### config.mk
export PLATFORM = sky130hd
export DESIGN_NAME = stream_recv
export DESIGN_NICKNAME = d
export VERILOG_FILES = /design/src/rtl/stream_pkg.sv /design/src/rtl/recv_addr_cnt.sv /design/src/rtl/stream_recv.sv
export SDC_FILE = /design/constraint.sdc
export NUM_CORES = 1
export LEC_CHECK = 0
export CAP_MARGIN = 20
export CORE_ASPECT_RATIO = 1.75
export CORE_MARGIN = 3
export CORE_UTILIZATION = 43
export CTS_CLUSTER_DIAMETER = 100
export DETAILED_ROUTE_END_ITERATION = 12
export PLACE_DENSITY = 0.73
export SLEW_MARGIN = 20
export SYNTH_ARGS = -nofsm -noshare
export SYNTH_HDL_FRONTEND = slang
export SYNTH_HIERARCHICAL = 1
export SYNTH_SLANG_ARGS = --single-unit
### constraint.sdc
create_clock -name clk -period 2.2 [get_ports clk]
set_input_delay 0.22 -clock clk [delete_from_list [all_inputs] [get_ports clk]]
set_output_delay 0.22 -clock clk [all_outputs]
set_load 0.02 [all_outputs]
### src/rtl/stream_pkg.sv
// Shared definitions for the stream input/output controllers.
package stream_pkg;

    typedef enum logic [1:0] {
        ST_IDLE  = 2'd0,
        ST_RECV  = 2'd1,
        ST_DRAIN = 2'd2,
        ST_DONE  = 2'd3
    } state_t;

    localparam int DEF_DW = 32;
    localparam int DEF_AW = 10;

endpackage

### src/rtl/recv_addr_cnt.sv
// Clearable AW+1-bit write-address counter with buffer-full compare.
module recv_addr_cnt #(
    parameter int AW = 10
) (
    input  logic        clk,
    input  logic        rst,
    input  logic        clr,
    input  logic        en,
    output logic [AW:0] cnt,
    output logic        full
);

    logic [AW:0] cnt_q;
    logic [AW:0] cnt_d;

    always_comb begin
        cnt_d = cnt_q;
        if (clr) begin
            cnt_d = '0;
        end else if (en) begin
            cnt_d = cnt_q + (AW+1)'(1);
        end
    end

    always_ff @(posedge clk or posedge rst) begin
        if (rst) begin
            cnt_q <= '0;
        end else begin
            cnt_q <= cnt_d;
        end
    end

    assign cnt  = cnt_q;
    // Last addressable word; the extra MSB lets a full buffer report 2^AW.
    assign full = (cnt_q == {1'b0, {AW{1'b1}}});

endmodule

### src/rtl/stream_recv.sv
// Stream slave: writes an incoming burst into sequential buffer addresses,
// drains and flags bursts longer than the buffer.
module stream_recv
    import stream_pkg::*;
#(
    parameter int DW = DEF_DW,
    parameter int AW = DEF_AW
) (
    input  logic          clk,
    input  logic          rst,
    input  logic          run,
    input  logic          src_valid,
    input  logic [DW-1:0] src_data,
    input  logic          src_last,
    output logic          src_ready,
    output logic          mem_we,
    output logic [AW-1:0] mem_addr,
    output logic [DW-1:0] mem_wdata,
    output logic          recv_fin,
    output logic [AW:0]   recv_len,
    output logic          recv_err
);

    state_t        state_q, state_d;
    logic          mem_we_q, mem_we_d;
    logic [AW-1:0] mem_addr_q, mem_addr_d;
    logic [DW-1:0] mem_wdata_q, mem_wdata_d;
    logic          recv_fin_q, recv_fin_d;
    logic [AW:0]   recv_len_q, recv_len_d;
    logic          recv_err_q, recv_err_d;

    logic          cnt_clr;
    logic          cnt_en;
    logic [AW:0]   cnt;
    logic          cnt_full;
    logic          hs;

    recv_addr_cnt #(.AW(AW)) u_cnt (
        .clk  (clk),
        .rst  (rst),
        .clr  (cnt_clr),
        .en   (cnt_en),
        .cnt  (cnt),
        .full (cnt_full)
    );

    assign src_ready = (state_q == ST_RECV) || (state_q == ST_DRAIN);
    assign hs        = src_valid & src_ready;

    always_comb begin
        state_d     = state_q;
        mem_we_d    = 1'b0;
        mem_addr_d  = mem_addr_q;
        mem_wdata_d = mem_wdata_q;
        recv_fin_d  = 1'b0;
        recv_len_d  = recv_len_q;
        recv_err_d  = recv_err_q;
        cnt_clr     = 1'b0;
        cnt_en      = 1'b0;

        unique case (state_q)
            ST_IDLE: begin
                if (run) begin
                    state_d    = ST_RECV;
                    cnt_clr    = 1'b1;
                    recv_len_d = '0;
                    recv_err_d = 1'b0;
                end
            end
            ST_RECV: begin
                if (hs) begin
                    mem_we_d    = 1'b1;
                    mem_addr_d  = cnt[AW-1:0];
                    mem_wdata_d = src_data;
                    cnt_en      = 1'b1;
                    if (src_last) begin
                        state_d    = ST_DONE;
                        recv_fin_d = 1'b1;
                        // Length includes the word being written this cycle.
                        recv_len_d = cnt + (AW+1)'(1);
                    end else if (cnt_full) begin
                        state_d    = ST_DRAIN;
                        recv_err_d = 1'b1;
                    end
                end
            end
            ST_DRAIN: begin
                if (hs && src_last) begin
                    state_d    = ST_DONE;
                    recv_fin_d = 1'b1;
                    recv_len_d = cnt;
                end
            end
            ST_DONE: begin
                state_d = ST_IDLE;
            end
            default: begin
                state_d = ST_IDLE;
            end
        endcase
    end

    always_ff @(posedge clk or posedge rst) begin
        if (rst) begin
            state_q     <= ST_IDLE;
            mem_we_q    <= 1'b0;
            mem_addr_q  <= '0;
            mem_wdata_q <= '0;
            recv_fin_q  <= 1'b0;
            recv_len_q  <= '0;
            recv_err_q  <= 1'b0;
        end else begin
            state_q     <= state_d;
            mem_we_q    <= mem_we_d;
            mem_addr_q  <= mem_addr_d;
            mem_wdata_q <= mem_wdata_d;
            recv_fin_q  <= recv_fin_d;
            recv_len_q  <= recv_len_d;
            recv_err_q  <= recv_err_d;
        end
    end

    assign mem_we    = mem_we_q;
    assign mem_addr  = mem_addr_q;
    assign mem_wdata = mem_wdata_q;
    assign recv_fin  = recv_fin_q;
    assign recv_len  = recv_len_q;
    assign recv_err  = recv_err_q;

endmodule

==> results.toml <==
[logic_synthesis]
postSynthAreaPerCell_um2 = 12.56
yosys_warnings = 6
synth_area_leader_cell = "dfrtp_1"
synth_area_leaders = "dfrtp_1, mux2_2, ha_1, o2bb2ai_1, mux2_4"
synth_top_area_share = 0.5372
syn_nets = 300
synth-seq-cells = 69
synth_top_flop_cell = "dfrtp_1"
ys_types = 49
synthArstFlopShare = 1.000
ys_seq_area_frac = 0.5372
syn_area_mm2 = 0.003214
synth-edff-count = 0
synthCells = 256

[cts]
cts_root_buffer = "clkbuf_16"
htree_levels = 3
clk_latency_ns = 0.33
clk_path_buf_depth = 2
cts_made_buffers = 9
cts_tree = "built"
path_clk_slew_ns = 0.05
cts.sinks = 69
cts_hold_buf = 0

[worst_setup_path]
cp_slowest_cell = "clkdlybuf4s50_1"
path_cells = "inv_1 -> ha_4 -> clkdlybuf4s50_1"
critPathLaunchType = "flip-flop"
cp_data_required_time_ns = 1.98
worstSetupEndpointType = "output port"
path_class = "reg2out"
cp_max_fo = 8
critPathMaxStageDelay_ns = 0.62
cp.arrival_ns = 1.83

[drt]
wirelength_um = 7646
drt_iter0_markers = 136
drtAntennaViolNets = 0
via_count = 2526
routedWlPerCell_um = 16.80
vias_per_cell = 5.552
drcViolationCount = 0
first_pass_iters = 4

[pwr]
p_seq_frac = 0.311
power_switching_mw = 2.135
powerDensity_mw_per_mm2 = 1306
power_leakage_nw = 1.987
total_power_mw = 6.042
p_clk_frac = 0.223
swShare = 0.3533
max-vdd-ir-drop_v = 0.001101
cellInternalPower_mw = 3.907
combPwrFrac = 0.466

[die]
rows = 41
ios = 94
start_util = 0.4444
die_y_um = 120.4
die_area_mm2 = 0.008589
die_x_um = 71.36
core_region_area_mm2 = 0.007233

[grt]
gr-total-overflow = 0
grt_pass1_vias = 2702
antenna_found_initial = 0
grt_use_total = 0.1900
grt_max_degree = 44
grt_pass1_wl_um = 12680

[timing]
max_freq_mhz = 487.7
totalNegativeSetupSlack_ns = 0
hold_viol = 0
skew_ns = 0.004554
drv_slew = 0
final.min_clock_period_ns = 2.050
finalCritPeriodShare = 0.9319
worst_pin_slew_ns = 0.5296
rsz0062_at_grt = "no"
slew-limit-headroom = 0.6469
setup_viol = 0

[final_layout]
num_antenna_cells = 0
syn_to_final_growth_pct = 43.91
fin_nets = 409
layout-drive-gt1-share = 0.2385

[place]
place_hpwl_um = 5590
numPortBuffers = 93
gp_congestion = 0.9155

[min_path]
hold_class = "in2async"

[run_status]
status = "completed"

[flow_run]
timing.max_cap.violations = 0
[worst paths after layout]
kind / from / endpoint / slack (ns) / depth (start not counted)
setup / recovery: state_q[0]$_DFFE_PP0P_ / src_ready / 0.15 / 3
hold / removal: rst / mem_wdata[0]$_DFFE_PP0P_ / 0.23 / 2
setup reg to reg: state_q[0]$_DFFE_PP0P_ / u_cnt/cnt[7]$_DFFE_PP0P_ / 0.17 / 7
hold reg to reg: recv_len[8]$_DFFE_PP0P_ / recv_len[8]$_DFFE_PP0P_ / 0.48 / 1
max in group asynchronous: rst / mem_addr[1]$_DFFE_PP0P_ / 1.42 / 3
min in group clk: recv_len[8]$_DFFE_PP0P_ / recv_len[8]$_DFFE_PP0P_ / 0.48 / 1
[Yosys cell counts (all sizes together) (2+ instances only)]
cell and number:
buf 9, nand2 9, nor2 9, nand4b 2
mux2 47, ha 7, xor2 3, o31ai 6
o2bb2ai 7, nand2b 3, nor4 5, dfrtp 69
nand3b 2, and3 2, nand4 5, or4 4
a22oi 3, a211oi 4, inv 11, xnor2 3
nand3 7, nor2b 5, a21oi 8, o311a 2
nor3 2, clkbuf 2, o21ai 7, o22ai 2
[logic make-up (layout without fill, tap and decap cells)]
family	after synthesis	count (layout)	synth area share
AO/OA/AOI/OAI	45	45	0.1020
XOR/XNOR	6	6	0.01635
adder cells (fa/ha/maj)	7	7	0.02725
buffers and inverters	22	135	0.03192
flip-flops	69	69	0.5372
multiplexers	48	48	0.1713
AND/OR/NAND/NOR	59	59	0.1141
[sequential cells by signal, summed over array words and instances, names as in the netlist]
register,count
recv_len,11
mem_we,1
u_cnt/cnt,11
mem_addr,10
mem_wdata,32
recv_fin,1
state_q,2
recv_err,1
[power by group through the flow]
stage	logic (mW)	registers [mW]	clock network, mW
floorplan	1.29	2.32	0
global placement	2.79	1.86	0
CTS	2.84	1.88	1.38
detailed placement	2.82	1.90	0
global route	3.01	1.92	1.44
finish	2.82	1.88	1.35
[metrics by stage]
step	cell area [um^2]	setup WS [ns]	hold WS [ns]	utilization	cells
2_1_floorplan	3239	0.03615	0.07244	-	256
3_3_place_gp	4344	0.2272	0.4713	0.6006	440
3_5_place_dp	4344	0.1403	0.4754	0.6006	440
4_1_cts	4623	0.1213	0.2411	0.6392	455
5_1_grt	4626	0.003100	0.2515	0.6395	455
6_report	4626	0.1497	0.2312	0.6395	455
[placed cells by master (no fill, tap or decap), drive strengths merged, types with 3 or more instances in the layout]
cell type,instances
a211oi,4
a21oi,8
a22oi,3
buf,16
clkbuf,14
clkdlybuf4s50,93
dfrtp,69
ha,7
inv,11
mux2,47
nand2,9
nand2b,3
nand3,7
nand4,5
nor2,9
nor2b,5
nor4,5
o21ai,7
o2bb2ai,7
o31ai,6
or4,4
xnor2,3
xor2,3
[critical path, delay by kind of cell, from the launching register on]
kind | cells | cell delay (ns)
flip-flops | 1 | 0.40
adder cells (fa/ha/maj) | 1 | 0.35
buffers and inverters | 2 | 0.76
[layout make-up]
class	count	area [um^2]
timing repair buffer	109	1064
tap	86	107.6
clock inverter	1	5.005
sequential	69	1727
clock buffer	14	274.0
multi-input combinational	165	1408
inverter	11	41.29
fill	544	2608
[metal layers]
metal	part of all wire	vias up	track usage
met5	0	-	0
met4	0.020	0	0.08941
met3	0.071	14	0.07404
met2	0.55	89	0.3197
met1	0.36	1256	0.2058
li1	-	1167	-
[what timing repair did]
item                                    CTS  global route
endpoints found under the setup margin    0             1
setup buffers                             0             0
resized for setup                         0             1
(Power assumes the default switching activity.)
==> variant 1 (same settings) <==
Set the package constant `DEF_DW` to 64 (it was 32).
--- a/src/rtl/stream_pkg.sv
+++ b/src/rtl/stream_pkg.sv
@@ -8,7 +8,7 @@
         ST_DONE  = 2'd3
     } state_t;
 
-    localparam int DEF_DW = 32;
+    localparam int DEF_DW = 64;
     localparam int DEF_AW = 10;
 
 endpackage
Interface: changed (resized mem_wdata and src_data); port bits go from 94 to 158. The function was not compared with the original's and may differ.
==> variant 1 against the original RTL <==
Total power increased by 52%; final area is 42% higher; wire length up 47%; sequential cell count up 32; setup slack worse by 0.0017 ns; count of clock-buffer cells in the layout fell by 2; area after synthesis rose by 36%; first-iteration DRC count up 5.9%; largest cell class unchanged.
==> variant 1: results (changes against the original RTL) <==
grt_use_total: 0.203  # +0.0129
p_clk_frac: 0.186  # -0.037
worstReg2RegEnd: "recv_len[4]"
inv_count: 8  # -3
drt_iter0_markers: 144  # +5.9%
yosysSeqAreaShare: 0.578  # +0.0410
avgSynthCellArea_sq_um: 13.2  # +4.9%
avgRoutedWirePerCell_um: 17.7  # +5.3%
dp_slack_ns: 0.215  # +0.0752 ns
drive_gt1_frac: 0.242  # +0.00317
gp_congestion: 0.816  # -11%
use_met2: 0.375  # +0.0551
tightestPinTransition_ns: 0.696  # +0.167 ns
met2_length_um: 6470  # +55%
multi_input_gates: 207  # +25%
clock_area_frac: 0.0495  # -0.0109
r2r_cells: 6  # -1
synth_mux_area_frac: 0.207  # +0.0362
dr_wl_met3_um: 530  # -2.2%
synth_compound_area_frac: 0.0650  # -0.0370
grt_pass1_vias: 3391  # +25%
grt_max_degree: 45  # +2.3%
synth_common_cells: "dfrtp_1, mux2_2, nand2_1"
place_hpwl_um: 8850  # +58%
seq_power_share: 0.320  # +0.009
dp_cells: 619  # +41%
synthDistinctLibCells: 44  # -10%
viasPerCell: 5.22  # -6.0%
largest_reg_flops: 64  # +100%
grtUsageMet3: 0.0382  # -0.0358
synth_area_leaders: "dfrtp_1, mux2_2, ha_1, nand2_1, buf_2"
synth-adder-area-share: 0.0200  # -0.00721
seq_cell_count: 101  # +46%
synth-xor-area-share: 0.0160  # -0.000321
wl_met1_um: 3860  # +39%
cp_max_fo: 10  # +2
post-route-period-util: 0.933  # about the same
skew_ns: 0.00671  # +0.00215 ns
switching_power_mw: 3.20  # +50%
status: "complete, no violations"
numPortBuffers: 157  # +69%
ir_drop_mv: 0.706  # -36%
p_comb_mw: 4.53  # +61%
p_leak_nw: 2.78  # +40%
vias: 3308  # +31%
variant 1: changes by cell type after synthesis, sizes merged, moves of 3 or more:
| cell | unedited run | this run |
|---|---|---|
| dfrtp | 69 | 101 |
| mux2 | 47 | 77 |
| o2bb2ai | 7 | 0 |
| mux2i | 1 | 4 |
| nor2 | 9 | 12 |
| a211o | 0 | 3 |
| nand2b | 3 | 0 |
| buf | 9 | 13 |
| nand2 | 9 | 22 |
| nor3 | 2 | 5 |
| inv | 11 | 8 |
variant 1: per-stage QoR:
step / instance area (sq um) / util / hold slack (ns) / TNS (ns)
after floorplan: 4420 / - / 0.0724 / -0.102
after global placement: 6250 / 0.631 / 0.466 / 0
after detailed placement: 6250 / 0.631 / 0.474 / 0
after CTS: 6580 / 0.664 / 0.270 / 0
after global routing: 6580 / 0.664 / 0.307 / 0
final: 6580 / 0.664 / 0.268 / 0
variant 1: worst max-delay path, stage by stage (launching register included):
cell,delay (ns)
dfrtp_1,0.44
inv_2,0.09
ha_4,0.33
clkdlybuf4s50_1,0.63
==> variant 2 (same settings) <==
Made on the original files. Re-encode `state_t` (4 states) as one-hot, 4 bits wide.
--- a/src/rtl/stream_pkg.sv
+++ b/src/rtl/stream_pkg.sv
@@ -1,11 +1,11 @@
 // Shared definitions for the stream input/output controllers.
 package stream_pkg;
 
-    typedef enum logic [1:0] {
-        ST_IDLE  = 2'd0,
-        ST_RECV  = 2'd1,
-        ST_DRAIN = 2'd2,
-        ST_DONE  = 2'd3
+    typedef enum logic [3:0] {
+        ST_IDLE  = 4'b0001,
+        ST_RECV  = 4'b0010,
+        ST_DRAIN = 4'b0100,
+        ST_DONE  = 4'b1000
     } state_t;
 
     localparam int DEF_DW = 32;
Function: same outputs for any inputs over 10 cycles, from zero or initial values and one cycle with rst high; not proved beyond that.
==> variant 2 against the original RTL <==
Synthesized cell count up 2.3%; final area down 0.54%; setup slack worse by 0.031 ns; wire length down 1.9%; area after synthesis down 0.51%; sequential share of layout area up 1.3 points; critical endpoint unchanged; sequential cell count up 2; total power down 5.2%.
==> variant 2: results (changes against the original RTL) <==
tightestPinTransition_ns: 0.434  # -0.0955 ns
drt_iter0_markers: 128  # -5.9%
grt_max_degree: 61  # +39%
yosysSeqAreaShare: 0.556  # +0.0188
avgRoutedWirePerCell_um: 16.3  # -2.8%
skew_ns: 0.00668  # +0.00212 ns
status: "complete, no violations"
fin_crit_ns: 2.08  # +0.0310 ns
worstReg2RegStart: "state_q[2]"
grt_pass1_wl_um: 12500  # -1.5%
synth_area_leaders: "dfrtp_1, mux2_2, nor2_1, a31oi_1, a21oi_1"
grt_use_total: 0.190  # -0.000505
synth_common_cells: "dfrtp_1, mux2_2, nor2_1"
place_area_sq_um: 4330  # -0.37%
synthDistinctLibCells: 45  # -8.2%
synthFlopType: "dfrtp_1"
cp_max_fo: 5  # -3
place_hpwl_um: 5520  # -1.3%
worstReg2RegEnd: "u_cnt/cnt[10]"
drive_gt1_frac: 0.233  # -0.00524
grt_pass1_vias: 2591  # -4.1%
p_leak_nw: 1.96  # -1.4%
r2r_cells: 6  # -1
viasPerCell: 5.41  # -2.6%
syn_nets: 301  # +0.33%
antenna_left: 0  # unchanged
fin_hold_ws_ns: 0.250  # +0.0190 ns
swShare: 0.330  # -0.0228
cpPeakStageDelay_ns: 0.42  # -0.20 ns
gp_congestion: 0.767  # -16%
n_fill_cell: 586  # +7.7%
cp_top_family: "buffers and inverters"
variant 2: cells by family after synthesis:
family / synth area share
AO/OA/AOI/OAI: 0.0845
XOR/XNOR: 0.0137
adder cells (fa/ha/maj): 0.00782
buffers and inverters: 0.0372
flip-flops: 0.556
multiplexers: 0.158
AND/OR/NAND/NOR: 0.143
variant 2: how the worst max path moves through the flow:
stage | from | endpoint | slack (ns)
2_1_floorplan | state_q[2] | u_cnt/cnt[10] | -0.05
3_3_place_gp | run | u_cnt/cnt[10] | -0.11
3_5_place_dp | run | u_cnt/cnt[10] | -0.14
4_1_cts | state_q[0] | u_cnt/cnt[10] | 0.07
5_1_grt | state_q[2] | src_ready | 0.02
6_report | state_q[2] | src_ready | 0.12
variant 2: what timing repair did:
item                                    in CTS  in global routing
cloned                                       0                  0
gates resized for setup                      1                  2
endpoints found under the setup margin       1                  3
hold buffers                                 0                  0
pin swaps                                    0                  0
variant 2: final cells by class:
class                      instances  area (sq um)  area share
tap                               86           108      0.0234
clock inverter                     1          5.00     0.00109
inverter                           7          26.3     0.00571
multi-input combinational        170          1330       0.290
clock buffer                      13           260      0.0566
timing repair buffer             111          1090       0.237
sequential                        71          1780       0.386
variant 2: routing by layer:
metal | wire length (um) | up-vias | share of wire | GRT usage
li1 | - | 1169 | - | -
met1 | 2680 | 1218 | 0.36 | 0.195
met2 | 4290 | 73 | 0.57 | 0.337
met3 | 337 | 21 | 0.045 | 0.0562
met4 | 199 | 0 | 0.027 | 0.0988
met5 | 0 | - | 0 | 0
variant 2: power by group through the flow:
stage | logic, mW | registers, mW | clock network [mW]
4_1_cts | 2.47 | 2.00 | 1.34
5_1_grt | 2.61 | 2.06 | 1.40
2_1_floorplan | 0.811 | 2.52 | 0
3_5_place_dp | 2.47 | 2.01 | 0
6_report | 2.44 | 1.99 | 1.30
3_3_place_gp | 2.43 | 1.99 | 0
variant 2: through the flow:
step | setup slack [ns] | instances | total power [mW]
2_1_floorplan | -0.0471 | 262 | 3.33
3_3_place_gp | -0.112 | 445 | 4.42
3_5_place_dp | -0.141 | 445 | 4.48
4_1_cts | 0.0650 | 459 | 5.81
5_1_grt | 0.0186 | 459 | 6.07
6_report | 0.119 | 459 | 5.73
